File: src/rtl/tictactoe_move_entry.sv
// tictactoe_move_entry
//   Input stage for the tic-tac-toe game core. Five raw push-buttons are
//   synchronised and debounced. Debounced press events move a 0..2 cursor,
//   and a select press produces a single-cycle enter strobe. The cursor is
//   frozen around the strobe so the core samples the position the player
//   confirmed.
//
// Ports
//   clk        in   system clock, rising edge
//   rst        in   asynchronous active-high reset
//   btn_up     in   raw button, row-1
//   btn_down   in   raw button, row+1
//   btn_left   in   raw button, column-1
//   btn_right  in   raw button, column+1
//   btn_sel    in   raw button, confirm move
//   game_over  in   high while the core reports a result; blocks enter
//   row        out  cursor row, 0..2
//   column     out  cursor column, 0..2
//   enter      out  one-cycle move strobe
//
// Build option
//   CURSOR_WRAP_EN  defined: cursor wraps at the board edges (2+1->0, 0-1->2)
//                   undefined: cursor saturates (2+1->2, 0-1->0)

module tictactoe_move_entry #(
  parameter int DEBOUNCE_CYCLES = 4,
  parameter int CNT_W           = 4
) (
  input  logic       clk,
  input  logic       rst,
  input  logic       btn_up,
  input  logic       btn_down,
  input  logic       btn_left,
  input  logic       btn_right,
  input  logic       btn_sel,
  input  logic       game_over,
  output logic [1:0] row,
  output logic [1:0] column,
  output logic       enter
);

  localparam int NB     = 5;
  localparam int B_UP   = 0;
  localparam int B_DOWN = 1;
  localparam int B_LEFT = 2;
  localparam int B_RGT  = 3;
  localparam int B_SEL  = 4;

  // The counter value seen on the last disagreeing sample before the flip.
  localparam logic [CNT_W-1:0] CNT_LAST = CNT_W'(DEBOUNCE_CYCLES - 1);

  typedef enum logic [1:0] {
    S_IDLE  = 2'd0,
    S_PULSE = 2'd1,
    S_WAIT  = 2'd2
  } sel_state_e;

  logic [NB-1:0]    btn_raw;
  logic [NB-1:0]    sync0_q, sync0_d;
  logic [NB-1:0]    sync1_q, sync1_d;
  logic [NB-1:0]    deb_q, deb_d;
  logic [NB-1:0]    press_q, press_d;
  logic [CNT_W-1:0] cnt_q [NB];
  logic [CNT_W-1:0] cnt_d [NB];

  logic [1:0]       row_q, row_d;
  logic [1:0]       col_q, col_d;
  sel_state_e       state_q, state_d;
  logic             enter_q, enter_d;
  logic             take_sel;
  logic             move_ok;

  assign btn_raw = {btn_sel, btn_right, btn_left, btn_down, btn_up};

  function automatic logic [1:0] cur_inc(input logic [1:0] v);
`ifdef CURSOR_WRAP_EN
    return (v == 2'd2) ? 2'd0 : v + 2'd1;
`else
    return (v == 2'd2) ? 2'd2 : v + 2'd1;
`endif
  endfunction

  function automatic logic [1:0] cur_dec(input logic [1:0] v);
`ifdef CURSOR_WRAP_EN
    return (v == 2'd0) ? 2'd2 : v - 2'd1;
`else
    return (v == 2'd0) ? 2'd0 : v - 2'd1;
`endif
  endfunction

  // Synchronisers and debouncers. press_d marks the cycle the debounced
  // level rises; it is registered so the event lives for exactly one cycle.
  always_comb begin
    sync0_d = btn_raw;
    sync1_d = sync0_q;
    deb_d   = deb_q;
    press_d = '0;
    for (int i = 0; i < NB; i++) begin
      cnt_d[i] = '0;
      if (sync1_q[i] != deb_q[i]) begin
        if (cnt_q[i] == CNT_LAST) begin
          deb_d[i]   = sync1_q[i];
          press_d[i] = sync1_q[i];
        end else begin
          cnt_d[i] = cnt_q[i] + CNT_W'(1);
        end
      end
    end
  end

  // A sel press taken in IDLE wins over any move in the same cycle, and the
  // cursor stays frozen through PULSE so enter reports the pressed position.
  assign take_sel = (state_q == S_IDLE) && press_q[B_SEL] && !game_over;
  assign move_ok  = (state_q != S_PULSE) && !take_sel;

  always_comb begin
    row_d = row_q;
    col_d = col_q;
    if (move_ok) begin
      if (press_q[B_DOWN] && !press_q[B_UP])
        row_d = cur_inc(row_q);
      else if (press_q[B_UP] && !press_q[B_DOWN])
        row_d = cur_dec(row_q);
      if (press_q[B_RGT] && !press_q[B_LEFT])
        col_d = cur_inc(col_q);
      else if (press_q[B_LEFT] && !press_q[B_RGT])
        col_d = cur_dec(col_q);
    end
  end

  always_comb begin
    state_d = state_q;
    enter_d = 1'b0;
    case (state_q)
      S_IDLE: begin
        if (take_sel) begin
          state_d = S_PULSE;
          enter_d = 1'b1;
        end
      end
      S_PULSE: state_d = S_WAIT;
      S_WAIT:  if (!deb_q[B_SEL]) state_d = S_IDLE;
      default: state_d = S_IDLE;
    endcase
  end

  always_ff @(posedge clk or posedge rst) begin
    if (rst) begin
      sync0_q <= '0;
      sync1_q <= '0;
      deb_q   <= '0;
      press_q <= '0;
      for (int i = 0; i < NB; i++) cnt_q[i] <= '0;
      row_q   <= 2'd0;
      col_q   <= 2'd0;
      state_q <= S_IDLE;
      enter_q <= 1'b0;
    end else begin
      sync0_q <= sync0_d;
      sync1_q <= sync1_d;
      deb_q   <= deb_d;
      press_q <= press_d;
      for (int i = 0; i < NB; i++) cnt_q[i] <= cnt_d[i];
      row_q   <= row_d;
      col_q   <= col_d;
      state_q <= state_d;
      enter_q <= enter_d;
    end
  end

  assign row    = row_q;
  assign column = col_q;
  assign enter  = enter_q;

endmodule
File: config.mk
export PLATFORM = sky130hd
export DESIGN_NAME = tictactoe_move_entry
export DESIGN_NICKNAME = d
export VERILOG_FILES = /design/src/rtl/tictactoe_move_entry.sv
export SDC_FILE = /design/constraint.sdc
export NUM_CORES = 1
export LEC_CHECK = 0
export ABC_AREA = 0
export ABC_CLOCK_PERIOD_IN_PS = 1130
export BUFFER_PORTS_ARGS = -buffer_cell sky130_fd_sc_hd__buf_2
export CAP_MARGIN = 20
export CORE_UTILIZATION = 45
export CTS_BUF_LIST = sky130_fd_sc_hd__clkbuf_8
export CTS_CLUSTER_SIZE = 16
export DETAILED_ROUTE_END_ITERATION = 8
export SETUP_SLACK_MARGIN = 0.1
export SLEW_MARGIN = 10
export SYNTH_ARGS = -nofsm -noshare
export SYNTH_HDL_FRONTEND = slang
export SYNTH_SLANG_ARGS = --single-unit
export TNS_END_PERCENT = 50
File: constraint.sdc
create_clock -name clk -period 1.13 [get_ports clk]
set_input_delay 0 -clock clk [delete_from_list [all_inputs] [get_ports clk]]
set_output_delay 0 -clock clk [all_outputs]
set_load 0.01 [all_outputs]
After elaboration in Yosys (flattened, before gate mapping). Cells that the tools add are included. Widths: inputs -> output; s select.

Flip-flop bits (word level): 47. Word-level logic and storage cells: 102.

Add/sub/neg operators: 9. Equality and inequality tests: 17. Muxes and demuxes: 33. Reduce and logical (&&, ||, !) cells: 26.

Operator list (number): $mux 4 (10); $add 4x1->4 const B (5); $eq 4x2->1 const B (5); $mux 2 (10); $reduce_and 2->1 (8); $mux 1 (12); $logic_and 1x1->1 (7); $eq 2x2->1 const B (3); $logic_not 1->1 (6); $logic_not 2->1 (3); $pmux 2 s3 (1); $ne 1x1->1 (5); $add 2x1->2 const B (2); $ne 2x2->1 const B (2); $reduce_bool 2->1 (2); $sub 2x1->2 const B (2); $eq 2x1->1 const B (1); $ne 2x1->1 const B (1).

Longest topological paths before layout.
Word-level depth: 6. Gate-level depth with buffers: 5.

Worst setup path before layout. Ideal clock, no wire load.

Path kind: reg2reg. Start: register press_q[3]. End: register col_q[0] (netlist: column[0]). Library setup time: 79 ps. Data arrival time: 1115 ps. Required time: 1051 ps. Setup slack: -64 ps. Cell stages (with the launch flop): 5. Path buffers: 0. Period minus slack after synthesis: 1194 ps. Cells stage by stage: dfrtp_1 > ha_1 > and2b_1 > a21oi_2 > mux2i_1.

Cells in the longest elaborated chain, start to end: 4.

RTL lines: start, declared (RTL line 62) `logic [NB-1:0] press_q, press_d;`; start signal, assigned (RTL line 162) `press_q <= press_d;`; $logic_not 1->1 (RTL line 126) `else if (press_q[B_LEFT] && !press_q[B_RGT])`; $logic_and 1x1->1 (RTL line 126); $reduce_bool 2->1 (no source line); $reduce_and 2->1 (no source line); end signal, assigned (RTL line 165) `col_q <= col_d;`; end, declared (RTL line 67) `logic [1:0] col_q, col_d;`.

Parallel ways exist; a longest one is shown, timed or not. A chain may end at the register's enable or synchronous reset.

Final worst setup path. Same ends and word-level chain as after synthesis.

==> results <==
- Across the run, the number of max-cap violations was 0.
- The share of the clock period used by the worst path after layout is 1.15.
- The clock net in this run drives a total of 47 sinks.
- In the synthesized netlist, the number of instances is between 100 and 150.
- The cell with the largest stage delay on the worst path is dfrtp_1.
- The later pin in the worst-skew pair is clocked with a latency of 0.29 ns.
- The remaining global-route overflow is 0.
- The horizontal extent of the die is ~68 um.
- The via count of the first global-routing pass was 1,158.
- For this run, design rule violations remaining after detail routing come to 0.
- The number of antenna violations at the first check in global routing is 0.
- The met3 usage is 0.0500.
- The first TritonRoute pass finished after 2 iterations.
- The count of buffers added on input and output ports is 12.
- The final number of setup-violating endpoints is 14.
- When the netlist entered floorplanning its net count stood at between 150 and 200.
- Derived from the worst setup path, the maximum achievable clock frequency is 0.769 GHz.
- The total internal power is approximately 3.5 mW.
- The tightest min-delay check is of the primary input to register type.
- Of the total power, the clock network draws 0.198.
- The required time of the worst setup path is 1.35 ns.
- The area growth from synthesis to final layout is 30.2%.
- Traced cell by cell, the critical path runs through ha_4, and2b_1, a21oi_2, mux2i_1.
- The total power density per cell area is 1950 mW/mm2.
- The congestion estimate from routability-driven global placement came to 0.674.
- In this run the cell area of the synthesized design comes to approximately 0.0020 mm2.
- The number of top-level pins is 13.
- The number of rows in the core area is 23.
- The core area is 0.00409 mm2.
- Entering global routing, the biggest net connects 48 pins.
- The max-slew violation total from the final report was 0.
- STA classifies the critical path startpoint as a register.
- The final reports fail on setup timing.
- The count of cells in the finished layout, fillers not included, comes to approximately 240.
- A synthesized cell averages ~13 um2.
- The instance area at placement is 0.00227 mm2.
- The first global-routing pass estimated roughly 4800 um of wire.
- The count of nets left with antenna violations once routing finished came out at 0.
- For this block, the initial DRC count from the detailed router was 17.
- The most frequent standard cell in the layout excluding fill and tap cells is dfrtp_1.
- The share of total power dissipated in combinational logic is 0.338.
- The layout cell share with drive strength beyond 1 is 0.366.
- The number of vias after detailed routing is 1,170.
- The instance count after placement with tap cells included is approximately 220.
- The number of diodes is 0.
- The count of distinct cell types in the synthesized netlist is 20.
- The sequential fraction of the synthesis area is 0.600.
- The number of warnings printed during yosys synthesis is 0.
- The CTS tree is yes.
- The measured slew at the worst slew-check pin is 0.370 ns.
- The mean number of vias per cell is 4.85.
- STA puts the critical path data arrival time at 1.52 ns.
- The critical setup path kind is register to register.
- Clock-pin slew was measured on the worst setup and hold paths at roughly 0.08 ns.
- The fraction of power consumed by sequential logic is 0.464.
- The number of clock buffers added by TritonCTS is 5.
- The run finished, with violations left.
- The clock tree synthesis step divided the H-tree into 2 levels.
- The relative max-transition margin is 0.751.
- The total global routing track utilization is 0.143.
- In this run the most used layer during global routing was met2.
- The setup clock skew after layout is 0.00987 ns.
- Summed over all nets, the switching power comes to 1.47 mW.
- In this run the worst path has a maximum fanout of 2.
- The least setup slack across all paths after layout is -0.170 ns.
- Setup repair after global routing could not meet its margin everywhere.
- STA classifies the critical path endpoint as a register.
- After routing the design area is about 0.0026 mm2.
- The largest buffer count on any clock path is 2.
- In this run the static leakage power is 1.22 nW.
- The total power after layout is 4.96 mW.
- Detailed placement finished with a half-perimeter wire length of 1990 um.
- Of the total power, the share spent switching nets is 0.296.
- The initial utilization of the core area, before any placement, comes to 0.479.
- In the layout the commonest cells are dfrtp_1, buf_4, buf_2.
- Synthesis inferred 47 register bits.
- The master cell of the clock root buffer is clkbuf_8.
- In this design, the stage delay of the slowest critical-path cell is 0.41 ns.
- Summed over all layers, the routed wires come to around 3000 um.
- The maximum vdd drop is approximately 0.0011 V.
- The minimum clock period is 1.30 ns.
- The floorplan step defined a die boundary enclosing 0.00462 mm2.
- The overall die height is 68.0 um.
- For met1 alone, demand over resource in global routing was 0.178.
- After the last flow step, the layout net total stands at 212.
- The number of hold-slack violations in the final timing report is 0.
- The wire length per cell is approximately 12 um.
- The global-route track usage on met2 is 0.224.
## power by group through the flow
stage,Sequential [mW],Clock (mW),Combinational [mW]
after CTS,2.28,1.04,1.55
after detailed placement,2.32,0,1.41
after global routing,2.36,1.10,1.88
final,2.30,0.983,1.68
after global placement,2.28,0,1.35
after floorplan,2.32,0,0.901
## final timing paths
kind                            slack (ns)                     to  cells past startpoint                 start
worst max-delay path                 -0.17  column[0]$_DFFE_PP0P_                      4  press_q[3]$_DFF_PP0_
worst min-delay path                  0.09        enter$_DFF_PP0_                      3             game_over
worst max register to register       -0.17  column[0]$_DFFE_PP0P_                      4  press_q[3]$_DFF_PP0_
worst min register to register        0.35   sync1_q[2]$_DFF_PP0_                      0  sync0_q[2]$_DFF_PP0_
max in group asynchronous             0.62   deb_q[0]$_DFFE_PP0P_                      4                   rst
min in group asynchronous             0.30    cnt_q[16]$_DFF_PP0_                      4                   rst
## logic make-up (layout without fill, tap and decap cells)
| family | Yosys count | count (layout) | share of synthesized area |
|---|---|---|---|
| buffers and inverters | 7 | 52 | 0.0134 |
| muxes | 15 | 15 | 0.0805 |
| adders and majority gates | 13 | 13 | 0.0830 |
| and+or+nand+nor | 48 | 48 | 0.159 |
| DFF | 47 | 47 | 0.600 |
| AOI/OAI and AO/OA | 6 | 6 | 0.0192 |
| xor gates and xnor gates | 10 | 10 | 0.0447 |
## cells in the mapped netlist
library cell  count  share of area
nor2_1            8          0.015
nand2_1           2         0.0038
mux2_2            1         0.0057
nand3_1           5          0.013
xor2_1            5          0.022
and2b_1           2         0.0077
nand3b_1          4          0.015
mux2_1            5          0.029
a21oi_1           4          0.010
nand2b_1          5          0.016
dfrtp_1          47           0.60
ha_1             13          0.083
a21oi_2           2         0.0089
mux2i_1           9          0.046
inv_1             7          0.013
xnor2_1           5          0.022
nor2b_1           5          0.016
nor3_1            7          0.018
nor3b_2           5          0.032
and3b_1           5          0.022
## repair_timing
action                                  4_1_cts  5_1_grt
resized for setup                             6       10
hold endpoints to repair                     52        0
gates cloned                                  0        0
buffers inserted                              4        2
hold buffers                                  6        0
pin swaps                                     9        6
endpoints found under the setup margin       21       29
## worst max-delay path: cells and delay by family (launching register included)
| kind | cells | cell delay [ns] |
|---|---|---|
| compound gates | 1 | 0.17 |
| simple gates | 1 | 0.18 |
| flops | 1 | 0.41 |
| fa+ha+maj | 1 | 0.27 |
| mux | 1 | 0.20 |
## layout make-up
cell class,count,area (um2)
fill,319,1540
sequential,47,1180
multi-input combinational,92,901
timing repair buffer,38,294
clock buffer,6,82.6
tap,50,62.6
inverter,7,30.0
clock inverter,1,5.00
## registers in the layout, summed over array words and instances (netlist names)
name / flops
cnt_q: 20
column: 2
deb_q: 5
enter: 1
press_q: 5
row: 2
state_q: 2
sync0_q: 5
sync1_q: 5
## per-layer routing
| metal | vias to the layer above | part of all wire |
|---|---|---|
| met2 | 18 | 0.48 |
| met1 | 562 | 0.47 |
| met3 | 5 | 0.037 |
| li1 | 585 | - |
| met5 | - | 0 |
| met4 | 0 | 0.012 |
## per-stage QoR
stage	hold slack, ns	setup slack (ns)	util	TNS [ns]
after floorplan	0.0233	-0.0639	-	-0.410
after global placement	0.0747	-0.0877	0.555	-0.506
after detailed placement	0.0778	-0.150	0.555	-0.799
after CTS	0.0775	-0.169	0.605	-0.900
after global routing	0.0867	-0.253	0.624	-1.84
final	0.0873	-0.170	0.624	-0.985
(Power assumes the default switching activity.)
